<file path="config.mk">
export PLATFORM = sky130hd
export DESIGN_NAME = supercar_seq
export DESIGN_NICKNAME = d
export VERILOG_FILES = /design/src/rtl/supercar_pkg.sv /design/src/rtl/supercar_prescaler.sv /design/src/rtl/supercar_seq.sv
export SDC_FILE = /design/constraint.sdc
export NUM_CORES = 1
export LEC_CHECK = 0
export BUFFER_PORTS_ARGS = -buffer_cell sky130_fd_sc_hd__buf_2
export CELL_PAD_IN_SITES_DETAIL_PLACEMENT = 0
export CELL_PAD_IN_SITES_GLOBAL_PLACEMENT = 1
export CORE_UTILIZATION = 46
export CTS_BUF_LIST = sky130_fd_sc_hd__clkbuf_4 sky130_fd_sc_hd__clkbuf_8
export DETAILED_ROUTE_END_ITERATION = 7
export GPL_ROUTABILITY_DRIVEN = 0
export PLACE_DENSITY_LB_ADDON = 0.1
export SLEW_MARGIN = 20
export SYNTH_ARGS = -nofsm -noshare
export SYNTH_HDL_FRONTEND = slang
export SYNTH_SLANG_ARGS = --single-unit
</file>
<file path="constraint.sdc">
create_clock -name clk -period 3.4 [get_ports clk]
set_clock_uncertainty 0.2 [all_clocks]
set_input_delay 0.17 -clock clk [delete_from_list [all_inputs] [get_ports clk]]
set_output_delay 0.17 -clock clk [all_outputs]
set_load 0.1 [all_outputs]
</file>
<file path="src/rtl/supercar_pkg.sv">
// supercar_pkg: shared state encoding and step-period helper for the supercar sequencer.
package supercar_pkg;
   typedef enum logic [1:0] {IDLE, SEED, RUN, CLEAR} state_t;
   localparam int unsigned BASE_DIV_DEF = 1000;
   function automatic int unsigned step_period(input int unsigned base, input logic [1:0] speed);
      return base << speed;
   endfunction
endpackage

</file>
<file path="src/rtl/supercar_prescaler.sv">
// supercar_prescaler: step-tick divider; the period is latched from speed on every reload.
module supercar_prescaler
   import supercar_pkg::*;
#(
   parameter int          DIV_W    = 16,
   parameter int unsigned BASE_DIV = BASE_DIV_DEF
)(
   input  logic       clk,
   input  logic       rst,
   input  logic       i_clr,
   input  logic       i_en,
   input  logic [1:0] i_speed,
   output logic       o_tick
);
   logic [DIV_W-1:0] r_cnt, r_lim, w_lim;
   assign w_lim  = DIV_W'(step_period(BASE_DIV, i_speed) - 1);
   assign o_tick = i_en && !i_clr && r_cnt == r_lim;
   always_ff @(posedge clk or posedge rst)
      if (rst) begin
         r_cnt <= '0;
         r_lim <= '0;
      end else if (i_clr || o_tick) begin
         r_cnt <= '0;
         r_lim <= w_lim;
      end else if (i_en)
         r_cnt <= r_cnt + 1'b1;
endmodule

</file>
<file path="src/rtl/supercar_seq.sv">
// supercar_seq: seeds, steps and bounce-counts the supercar light bar, then clears it.
// Define SUPERCAR_SEQ_PAUSE_EN to add a pause input that freezes stepping.
module supercar_seq
   import supercar_pkg::*;
#(
   parameter int          N_BIT    = 8,
   parameter int          DIV_W    = 16,
   parameter int unsigned BASE_DIV = BASE_DIV_DEF,
   parameter int          CNT_W    = 8
)(
   input  logic             clk,
   input  logic             rst,
   input  logic             start,
   input  logic             stop,
`ifdef SUPERCAR_SEQ_PAUSE_EN
   input  logic             pause,
`endif
   input  logic [1:0]       speed,
   input  logic [CNT_W-1:0] n_bounce,
   input  logic [N_BIT-1:0] pos_in,
   output logic             shr_en,
   output logic             shr_sin,
   output logic             shr_clr,
   output logic             busy,
   output logic             done,
   output logic             fault,
   output logic [CNT_W-1:0] bounce_cnt
);
   localparam int ZW = $clog2(N_BIT + 1);
   state_t r_state, w_state_nx;
   logic r_shr_en, r_shr_sin, r_p1, r_p2, r_done_pend, r_done, r_fault;
   logic [CNT_W-1:0] r_cnt, w_cnt_inc;
   logic [ZW-1:0] r_zero;
   logic w_pause, w_tick, w_go, w_eval, w_hit, w_dark, w_complete, w_lost;
`ifdef SUPERCAR_SEQ_PAUSE_EN
   assign w_pause = pause;
`else
   assign w_pause = 1'b0;
`endif
   supercar_prescaler #(.DIV_W(DIV_W), .BASE_DIV(BASE_DIV)) u_pre (
      .clk(clk),
      .rst(rst),
      .i_clr(r_state == IDLE || r_state == CLEAR),
      .i_en((r_state == SEED || r_state == RUN) && !w_pause),
      .i_speed(speed),
      .o_tick(w_tick)
   );
   // pos_in is judged one cycle after shr_en, once the shift register has moved
   assign w_go       = r_state == IDLE && start && !stop;
   assign w_eval     = r_p2 && r_state == RUN;
   assign w_hit      = pos_in[0] || pos_in[N_BIT-1];
   assign w_dark     = pos_in == '0;
   assign w_cnt_inc  = &r_cnt ? r_cnt : r_cnt + 1'b1;
   assign w_complete = w_eval && w_hit && n_bounce != '0 && w_cnt_inc >= n_bounce;
   assign w_lost     = w_eval && w_dark && !w_pause && r_zero == ZW'(N_BIT - 1);
   always_comb begin
      w_state_nx = r_state;
      case (r_state)
         IDLE:    w_state_nx = w_go ? SEED : IDLE;
         SEED:    w_state_nx = stop ? CLEAR : w_tick ? RUN : SEED;
         RUN:     w_state_nx = stop || w_complete || w_lost ? CLEAR : RUN;
         default: w_state_nx = IDLE;
      endcase
   end
   always_ff @(posedge clk or posedge rst)
      if (rst) begin
         r_state     <= IDLE;
         r_shr_en    <= 1'b0;
         r_shr_sin   <= 1'b0;
         r_p1        <= 1'b0;
         r_p2        <= 1'b0;
         r_done_pend <= 1'b0;
         r_done      <= 1'b0;
         r_fault     <= 1'b0;
         r_cnt       <= '0;
         r_zero      <= '0;
      end else begin
         r_state     <= w_state_nx;
         r_shr_en    <= w_tick;
         r_shr_sin   <= w_tick && r_state == SEED;
         r_p1        <= w_tick && r_state == RUN;
         r_p2        <= r_p1;
         r_done_pend <= !stop && w_complete;
         r_done      <= r_state == CLEAR && r_done_pend;
         r_fault     <= !stop && w_lost;
         if (w_go)
            r_cnt <= '0;
         else if (w_eval && w_hit)
            r_cnt <= w_cnt_inc;
         if (w_go)
            r_zero <= '0;
         else if (w_eval && !w_pause)
            r_zero <= w_dark ? r_zero + 1'b1 : '0;
      end
   assign shr_en     = r_shr_en;
   assign shr_sin    = r_shr_sin;
   assign shr_clr    = r_state == CLEAR;
   assign busy       = r_state != IDLE;
   assign done       = r_done;
   assign fault      = r_fault;
   assign bounce_cnt = r_cnt;
endmodule
</file>
======== Word level (Yosys, flattened, before mapping) ========
Cells that the tools add are included.
storage, ports and cells
  bits in read-only memories .............. 0
  bits in latches ......................... 0
  bits of input ports ..................... 22
  word-level logic and storage cells ...... 67
  register bits ........................... 53
  output and inout port bits .............. 14
  memory bits (writable) .................. 0
  memories ................................ 0
operators by class
  multipliers ............................. 0
  magnitude comparators ................... 1
  add/subtract/negate cells ............... 4
  bitwise logic cells ..................... 0
  reductions and logical operators ........ 31
  equality and inequality tests ........... 5
  divide/modulo/power cells ............... 0
  multiplexer cells ....................... 13
  shifts and indexed selects .............. 1
operator list
  operator                                                              number
  16-bit 2-to-1 mux                                                     2
  8-bit 2-to-1 mux                                                      3
  16-bit by 1-bit adder with 16-bit output, second input constant       1
  16-bit == test                                                        1
  10-bit by 2-bit left shift with 16-bit output, first input constant   1
  16-bit by 1-bit subtractor with 16-bit output, second input constant  1
  1-bit logical AND                                                     15
  4-bit 2-to-1 mux                                                      3
  8-bit by 1-bit adder with 8-bit output, second input constant         1
  8-bit greater-or-equal comparator                                     1
  8-bit zero test                                                       1
  8-bit AND reduction                                                   1
  2-bit nonzero test                                                    4
  8-bit nonzero test                                                    1
  1-bit logical OR                                                      6
  2-bit case mux with 3 select lines                                    1
  4-bit by 1-bit adder with 4-bit output, second input constant         1
  2-bit == test, second input constant                                  2
  4-bit by 3-bit == test with 1-bit output, second input constant       1
  2-bit 2-to-1 mux                                                      2
  2-bit by 1-bit == test with 1-bit output, second input constant       1
  1-bit zero test                                                       2
  2-bit zero test                                                       1
  1-bit 2-to-1 mux                                                      2

======== Longest topological paths before layout ========
Gate-level depths: netlist of the first run.
  word-level depth ........................ 9
  mapped depth ............................ 11
  mapped depth without buffers ............ 11

======== Cells and area by module ========
A second synthesis of the first run with hierarchy kept.
second synthesis, totals
  cells, all modules ...................... 305
  area, all modules ....................... 3,009.1 um^2
modules (own cells, without submodules)
  module              seq. area each (um^2)  instances  area each (um^2)  cells an instance
  supercar_prescaler  700.7                  1          1,572.8           154
  supercar_seq        525.5                  1          1,436.4           151

======== Worst setup path before layout of the first run ========
OpenSTA, ideal clock, no wires.
  kind .................................... register to register
  from .................................... register r_cnt[0], in the netlist bounce_cnt[0]
  to ...................................... register r_state[0]
  stages on the path, launching flop included .. 11
  period minus slack after synthesis ...... 3.649 ns
  path slack .............................. -0.249 ns
  arrival time ............................ 3.318 ns
  path buffers ............................ 0
  data required time ...................... 3.069 ns
  setup time .............................. 0.131 ns
  path through ............................ dfrtp_1 > ha_1 > nand3_1 > nor3_2 > mux2_2 > ha_1 > a211o_1 > a31oi_1 > o31ai_1 > a21oi_1 > o22ai_1
between the ends
  cells in the longest elaborated chain, start to end .. 8
  elaborated cells on any way between the ends .. 9
  classes of those cells .................. add/sub: 1; order compare: 1; mux: 3; reduce/logical: 4
ends and longest elaborated chain
  item                                                                           line                text
  start, declared                                                                supercar_seq.sv:32  logic [CNT_W-1:0] r_cnt, w_cnt_inc;
  start signal, assigned                                                         supercar_seq.sv:89  r_cnt <= w_cnt_inc;
  8-bit by 1-bit adder with 8-bit output or 8-bit AND reduction (tied branches)  supercar_seq.sv:53  assign w_cnt_inc = &r_cnt ? r_cnt : r_cnt + 1'b1;
  8-bit 2-to-1 mux (*)                                                           supercar_seq.sv:53
  8-bit greater-or-equal comparator (*)                                          supercar_seq.sv:54  assign w_complete = w_eval && w_hit && n_bounce != '0 && w_cnt_inc >= n_bounce;
  1-bit logical AND (*)                                                          supercar_seq.sv:54
  1-bit logical OR (*) (2 in a row)                                              supercar_seq.sv:61  RUN: w_state_nx = stop || w_complete || w_lost ? CLEAR : RUN;
  1-bit 2-to-1 mux (*)                                                           supercar_seq.sv:61
  2-bit case mux with 3 select lines (*)                                         supercar_seq.sv:58  case (r_state)
  via w_state_nx[0]                                                              supercar_seq.sv:30  state_t r_state, w_state_nx;
  end signal, assigned                                                           supercar_seq.sv:78  r_state <= w_state_nx;
  end, declared                                                                  supercar_seq.sv:30
The timed path passes the listed nets; every way through them passes the cells marked *.
A chain may end at the register's enable or synchronous reset.

======== Worst setup path after layout of the first run ========
Same ends and word-level chain as after synthesis.

==> metrics.md, run 1 <==
| Metric | Value |
|---|---|
| Sum Neg Setup Slack | 0 ps |
| CP Capture Type | flip-flop |
| Synth warn | 0 |
| RSZ-0062 raised after global routing | false |
| Final Hold Viols | 0 |
| Vias in the first global route | 1935 |
| Syn_area_per_cell | 9.72 µm² |
| Crit path kind | reg2reg |
| Seq/Total Area, Yosys | 43.9% |
| Mapped cell area | 2790 µm² |
| Slew Limit Fails | 0 |
| Post-synth top area share | 43.9% |
| TritonCTS Sinks | 49 |
| Final global-route overflow total | 0 |
| Core box area | 5890 µm² |
| Most common cell after layout, fill and taps aside | dfrtp_1 |
| Critical Path Fanout Max | 6 |
| Startpoint Class | flip-flop |
| Final period util | 88.5% |
| Cell variety after synth | 42 |
| FILL cells | 566 |
| Max Freq | 332 MHz |
| Total power | 0.00170 W |
| Pin count of the biggest net entering global routing | 50 |
| Antenna viol nets, final | 0 |
| WHS | 28.2 ps |
| Synth Instances | 287 |
| Clock buffer depth | 2 |
| TritonCTS clock tree | done |
| WP data arrival | 2970 ps |
| DRC | 0 |
| Worst-Margin Slew | 833 ps |
| Clk root buf | clkbuf_8 |
| Post-synthesis register bit count | 49 |
| Critical Path RT | 3360 ps |
| Min Tclk post-route | 3010 ps |
| Initial antenna violation count | 0 |
| Dpl hpwl | 4.10 mm |
| Worst slew margin | 44.4% |
| Final core utilization | 54.4% |
| Layout cells sized above 1 | 18.2% |
| Diode count | 0 |
| Die width | 79.9 µm |
| Mapped Nets | 332 |
| Die Span Y | 79.9 µm |
| Clock transition at path regs | 90 ps |
| Hold Crit Class | in2reg |
| Clk Latency, worst-skew pair | 300 ps |
| Status | complete, no violations |
| Ranking of synthesized cells by area | dfrtp_1 44%, ha_1 10%, xor2_1 6.3%, nor2_1 5.4%, xnor2_1 4.1% |
| GRT Resource Usage Total | 18.9% |
| Initial Utilization | 47.4% |
| Layout Nets | 374 |
| First-pass GRT wire length | 9.18 mm |
| Site row count | 28 |
| Leakage power | 1.56 nW |
| Drt wl/cell | 13.4 µm |
| Post-synth top area cell | dfrtp_1 |
| Max_cap viols | 0 |
| Vias | 2059 |
| Pwr dens | 532 nW/µm² |
| Initial DRT Pass Iterations | 4 |
| CTS HTree Levels | 2 |
| Max VDD drop | 0.326 mV |
| Commonest cells after routing, fill and taps aside | 45 x dfrtp_1, 40 x nor2_1, 35 x buf_2 |
| Resized Gates After CTS | 0 |
| CTS Buf Count | 5 |
| Setup violators final | 0 |
| Iter 0 DRT Violations | 68 |
| I/O pins | 36 |
| DRT Wirelength | 5.42 mm |
| Port-buffer cells | 35 |
| Die area | 6380 µm² |
| Area growth, synth to finish | 14.7% |
| Vias per inst | 5.08 |
[state kept, by name, summed over array words and instances, names as in the netlist]
| register | count |
|---|---|
| done | 1 |
| shr_sin | 1 |
| u_pre.r_lim | 12 |
| bounce_cnt | 8 |
| shr_en | 1 |
| r_done_pend | 1 |
| r_state | 2 |
| r_p1 | 1 |
| fault | 1 |
| r_zero | 4 |
| u_pre.r_cnt | 16 |
| r_p2 | 1 |
[worst max-delay path, cell delays in order, from the launching register on]
cell and delay [ps]:
dfrtp_2 420, ha_1 240, nand3_1 210, nor3_2 440, mux2_2 400, ha_1 180, a211o_1 280, a31oi_1 160
o31ai_1 110, a21oi_1 150, o22ai_1 80
[cells in the mapped netlist (all sizes together)]
master	number
nand2	20
clkbuf	3
a21oi	8
nand2b	5
nand4b	1
nand4	5
and3b	2
a2bb2oi	1
or4	2
mux2	6
inv	25
dfrtp	49
a311oi	1
nand3	8
xor2	20
nor2	40
a31oi	2
mux2i	6
and3	2
nand3b	1
o211ai	2
buf	2
nor4	8
and2	4
a211o	1
o21ai	8
o31a	1
ha	23
o21bai	2
o22ai	1
o31ai	1
xnor2	13
a21boi	1
or2	1
o21a	2
nor3	10
[area by class of cell]
class | instances | area [µm²] | share of cell area, %
tap | 75 | 93.8 | 2.93
timing repair buffer | 40 | 220 | 6.88
sequential | 49 | 1230 | 38.5
clock buffer | 6 | 82.6 | 2.58
multi-input combinational | 208 | 1440 | 45.0
clock inverter | 2 | 37.5 | 1.17
inverter | 25 | 95.1 | 2.97
[report_power, final]
part           internal, W  switching [W]  total, W
registers         0.000656      0.0000744  0.000730
logic             0.000207       0.000329  0.000536
clock network     0.000239       0.000195  0.000434
[cells by family after synthesis]
| group | after synthesis | synth area share (%) |
|---|---|---|
| compound gates | 31 | 7.35 |
| xor+xnor | 33 | 10.4 |
| fa+ha+maj | 23 | 10.3 |
| buf+inv | 30 | 4.48 |
| flops | 49 | 43.9 |
| mux | 12 | 4.57 |
| simple gates | 109 | 19.0 |
[routing by layer]
metal	vias to the layer above	track usage [%]	part of all wire, %
met4	0	5.36	1.3
met1	969	25.3	49
met2	28	30.9	47
li1	1056	-	-
met5	-	0	0
met3	6	3.66	2.8
[metrics by stage]
step	std cells	setup WS, ps	area, µm²
floorplan	287	98.7	2800
global placement	394	480	3050
detailed placement	394	436	3050
CTS	405	420	3200
global route	405	222	3200
finish	405	391	3200
[what timing repair did]
| item | in CTS | in global routing |
|---|---|---|
| hold endpoints to repair | 53 | 0 |
| buffers inserted | 0 | 0 |
| hold buffers | 3 | 0 |
[worst paths after layout]
| kind | end | cells past startpoint | from | slack (ps) |
|---|---|---|---|---|
| max in group asynchronous | bounce_cnt[1]$_DFFE_PP0P_ | 3 | rst | 2090 |
| hold / removal | u_pre.r_lim[7]$_DFFE_PP0N_ | 3 | speed[0] | 30 |
| hold reg to reg | r_p2$_DFF_PP0_ | 0 | r_p1$_DFF_PP0_ | 160 |
| setup / recovery | r_state[0]$_DFF_PP0_ | 10 | bounce_cnt[0]$_DFFE_PP0P_ | 390 |
| min in group asynchronous | r_zero[0]$_DFFE_PP0P_ | 3 | rst | 350 |
| setup reg to reg | r_state[0]$_DFF_PP0_ | 10 | bounce_cnt[0]$_DFFE_PP0P_ | 390 |
Note: power is estimated with default switching activity, not from simulation.
==> inputs of run 2 (changes only) <==
--- a/config.mk
+++ b/config.mk
@@ -8,7 +8,7 @@
 export BUFFER_PORTS_ARGS = -buffer_cell sky130_fd_sc_hd__buf_2
 export CELL_PAD_IN_SITES_DETAIL_PLACEMENT = 0
 export CELL_PAD_IN_SITES_GLOBAL_PLACEMENT = 1
-export CORE_UTILIZATION = 46
+export CORE_UTILIZATION = 47
 export CTS_BUF_LIST = sky130_fd_sc_hd__clkbuf_4 sky130_fd_sc_hd__clkbuf_8
 export DETAILED_ROUTE_END_ITERATION = 7
 export GPL_ROUTABILITY_DRIVEN = 0
@@ -16,4 +16,5 @@
 export SLEW_MARGIN = 20
 export SYNTH_ARGS = -nofsm -noshare
 export SYNTH_HDL_FRONTEND = slang
+export SYNTH_HIERARCHICAL = 1
 export SYNTH_SLANG_ARGS = --single-unit
==> run 2 against run 1 <==
Net effect: area after synthesis rose by 7.8%; count of clock-buffer cells in the layout fell by 1; global-route usage rose by 1.1 points; setup slack improved by 86 ps; largest cell class unchanged; hold slack improved by 26 ps; core utilization increased by 2.1 points; clock power up 12%; flip-flop and latch count unchanged; sequential share of layout area down 2.6 points; cell area grew 6.9%; sequential power decreased by 3.4%; combinational power rose by 13%.
==> metrics.md, run 2 <==
| Metric | Value |
|---|---|
| Iter 0 DRT Violations | 81 (was 68) |
| Top cells by count, synth | 49 x dfrtp_1, 38 x nor2_1, 22 x xnor2_1, 21 x ha_1, 21 x inv_1 (was 49 x dfrtp_1, 40 x nor2_1, 25 x inv_1, 23 x ha_1) |
| FILL cells | 551 (was 566) |
| Seq/Total Area, Yosys | 40.7% (was 43.9%) |
| Die Span Y | 82.0 µm (was 79.9 µm) |
| Port-buffer cells | 35 (unchanged) |
| Compound-cell area share of the yosys netlist | 10.7% (was 7.35%) |
| Mapped cell area | 3010 µm² (was 2790 µm²) |
| I/O pins | 36 (unchanged) |
| EDFF count, synth | 0 (unchanged) |
| Main combinational cell family by area after synthesis | simple AND/OR/NAND/NOR gates (unchanged) |
| Pin count of the biggest net entering global routing | 29 (was 50) |
| Post-Layout Inst Area | 3420 µm² (was 3200 µm²) |
| Most used cell, CP | ha_1 (unchanged) |
| First-pass GRT wire length | 10.1 mm (was 9.18 mm) |
| Antenna viol nets, final | 0 (unchanged) |
| Dpl hpwl | 4.56 mm (was 4.10 mm) |
| Min Tclk post-route | 2920 ps (was 3010 ps) |
| Critical Path RT | 3370 ps (was 3360 ps) |
| Worst slew margin | 46.5% (was 44.4%) |
| Post-synth top area cell | dfrtp_1 (unchanged) |
| Max VDD drop | 0.488 mV (was 0.326 mV) |
| Uppermost layer routed | met4 (unchanged) |
| Layout cells sized above 1 | 18.7% (was 18.2%) |
| Status | complete, no violations (unchanged) |
| Initial antenna violation count | 0 (unchanged) |
| Met2 routed WL | 2.88 mm (was 2.53 mm) |
| Ranking of synthesized cells by area | dfrtp_1 41%, ha_1 8.7%, xnor2_1 6.4%, nor2_1 4.7%, xor2_1 3.5% (was dfrtp_1 44%, ha_1 10%, xor2_1 6.3%, nor2_1 5.4%, xnor2_1 4.1%) |
| Mux share of post-synthesis cell area | 4.62% (was 4.57%) |
| DRT Wirelength | 6.07 mm (was 5.42 mm) |
| GRT Resource Usage Total | 20.0% (was 18.9%) |
| Adder-cell share of the synthesized area | 8.73% (was 10.3%) |
| TritonCTS clock tree | done (unchanged) |
| CTS HTree Levels | 2 (unchanged) |
| RSZ-0062 raised after global routing | false (unchanged) |
| Max_cap viols | 0 (unchanged) |
| Syn_area_per_cell | 9.87 µm² (was 9.72 µm²) |
| Post-synthesis simple-gate area fraction | 20.5% (was 19.0%) |
| Clk root buf | clkbuf_8 (unchanged) |
| Commonest register cell after synthesis | dfrtp_1 (unchanged) |
| Met1 wire length | 2.82 mm (was 2.67 mm) |
| Vias per inst | 5.43 (was 5.08) |
| Vias in the first global route | 2132 (was 1935) |
| Worst-Margin Slew | 802 ps (was 833 ps) |
| Pwr dens | 525 nW/µm² (was 532 nW/µm²) |
| Final Hold Viols | 0 (unchanged) |
| Dpl ws | 448 ps (was 436 ps) |
| Initial DRT Pass Iterations | 4 (unchanged) |
| Most common cell after layout, fill and taps aside | dfrtp_1 (unchanged) |
| Final period util | 86.0% (was 88.5%) |
| Diode count | 0 (unchanged) |
| Core box area | 6060 µm² (was 5890 µm²) |
| Mapped Nets | 348 (was 332) |
| Post-synthesis register bit count | 49 (unchanged) |
| Layout Nets | 389 (was 374) |
| Synth Area in XOR/XNOR | 9.90% (was 10.4%) |
| Clock transition at path regs | 90 ps (about the same) |
| Die width | 82.0 µm (was 79.9 µm) |
| WP data arrival | 2890 ps (was 2970 ps) |
| Leakage power | 1.62 nW (was 1.56 nW) |
| Area growth, synth to finish | 13.6% (was 14.7%) |
| Startpoint Class | flip-flop (unchanged) |
| Setup violators final | 0 (unchanged) |
| Die area | 6730 µm² (was 6380 µm²) |
| Clock buffer depth | 2 (unchanged) |
| DRC | 0 (unchanged) |
| Worst-path cell chain | ha_1, and4_4, nand3_4, mux2_2, ha_1, nor2b_1, o211a_1, o311ai_1, a31oi_1 (was ha_1, nand3_1, nor3_2, mux2_2, ha_1, a211o_1, a31oi_1, o31ai_1, a21oi_1, o22ai_1) |
| Slew Limit Fails | 0 (unchanged) |
| PnR worst setup slack | 477 ps (was 391 ps) |
| Site row count | 28 (unchanged) |
| Most instantiated library cell after synthesis | dfrtp_1 (unchanged) |
| Max reg flops | 16 (unchanged) |
| Post-synth top area share | 40.7% (was 43.9%) |
| Ys async rst share | 100% (unchanged) |
| TritonCTS Sinks | 49 (unchanged) |
| Cell variety after synth | 50 (was 42) |
| Hold Crit Class | in2reg (unchanged) |
| Crit-path slowest cell | dfrtp_2 (was nor3_2) |
| CTS Buf Count | 5 (unchanged) |
| Synth warn | 6 (was 0) |
| DP Area | 3250 µm² (was 3050 µm²) |
| Final global-route overflow total | 0 (unchanged) |
| CP Capture Type | flip-flop (unchanged) |
| Crit path kind | reg2reg (unchanged) |
| Drt wl/cell | 14.4 µm (was 13.4 µm) |
| Commonest cells after routing, fill and taps aside | 48 x dfrtp_1, 38 x nor2_1, 35 x buf_2 (was 45 x dfrtp_1, 40 x nor2_1, 35 x buf_2) |
| Initial Utilization | 49.6% (was 47.4%) |
| Max Freq | 342 MHz (was 332 MHz) |
| Clk Latency, worst-skew pair | 300 ps (about the same) |
| Synth Instances | 305 (was 287) |
| Vias | 2292 (was 2059) |
| Critical Path Fanout Max | 7 (was 6) |
| Largest register by flop count | u_pre/r_cnt (was u_pre.r_cnt) |
| Sum Neg Setup Slack | 0 ps (unchanged) |
| Met3 wire length | 252 µm (was 151 µm) |
| CP peak stage delay | 450 ps (was 440 ps) |
run 2: timing repair:
item,4_1_cts,5_1_grt
hold buffers,4,0
hold endpoints to repair,52,0
gates resized for setup,0,0
setup buffers,0,0
endpoints found under the setup margin,0,0
run 2: cell type report:
type / instances / area, µm² / share of cell area, %
multi-input cells: 226 / 1640 / 48.0
flip-flops and latches: 49 / 1230 / 35.9
repair buffers: 43 / 245 / 7.17
well taps: 75 / 93.8 / 2.74
inverters: 21 / 78.8 / 2.31
clock buffers: 5 / 68.8 / 2.01
clock inverters: 3 / 65.1 / 1.90
run 2: stage by stage:
step | hold WS (ps) | utilization [%] | power (W) | std cells
CTS | 52.2 | 56.4 | 0.00181 | 422
detailed placement | 140 | 53.6 | 0.00132 | 410
floorplan | -53.5 | - | 0.00122 | 305
global route | 87.9 | 56.4 | 0.00192 | 422
finish | 54.1 | 56.4 | 0.00179 | 422
global placement | 133 | 53.6 | 0.00131 | 410
run 2: cells by family (layout without fill, tap and decap cells):
kind of cell | Yosys count | in the layout
AND/OR/NAND/NOR | 112 | 112
flip-flops | 49 | 49
AO/OA/AOI/OAI | 48 | 48
XOR/XNOR | 34 | 34
buffers and inverters | 30 | 72
adder cells (fa/ha/maj) | 21 | 21
multiplexers | 11 | 11
run 2: path summary, 6_finish.rpt:
path                                      startpoint                    endpoint  slack, ps  depth (start not counted)
min reg2reg                           r_p1$_DFF_PP0_              r_p2$_DFF_PP0_        150                          0
max                        bounce_cnt[0]$_DFFE_PP0P_        r_state[0]$_DFF_PP0_        480                          9
min                                         speed[0]  u_pre/r_lim[7]$_DFFE_PP0P_         50                          3
max in group asynchronous                        rst   bounce_cnt[0]$_DFFE_PP0P_       2060                          3
min in group asynchronous                        rst  u_pre/r_cnt[0]$_DFFE_PP0P_        300                          3
max reg2reg                bounce_cnt[0]$_DFFE_PP0P_        r_state[0]$_DFF_PP0_        480                          9
run 2: power by group:
part	switching [W]	internal [W]	total, W
Sequential	0.0000592	0.000646	0.000705
Clock	0.000193	0.000292	0.000485
Combinational	0.000367	0.000236	0.000603
Total	0.000620	0.00117	0.00179
run 2: per-layer routing:
layer / global-route usage [%] / vias to the layer above
li1: - / 1147
met1: 25.7 / 1087
met2: 33.1 / 49
met3: 4.11 / 9
met4: 6.67 / 0
met5: 0 / -
run 2: critical path, delay by kind of cell (launching register included):
family / cells / cell delay (ps)
AND/OR/NAND/NOR: 3 / 490
adder cells (fa/ha/maj): 2 / 560
multiplexers: 1 / 340
AO/OA/AOI/OAI: 3 / 730
flip-flops: 1 / 450
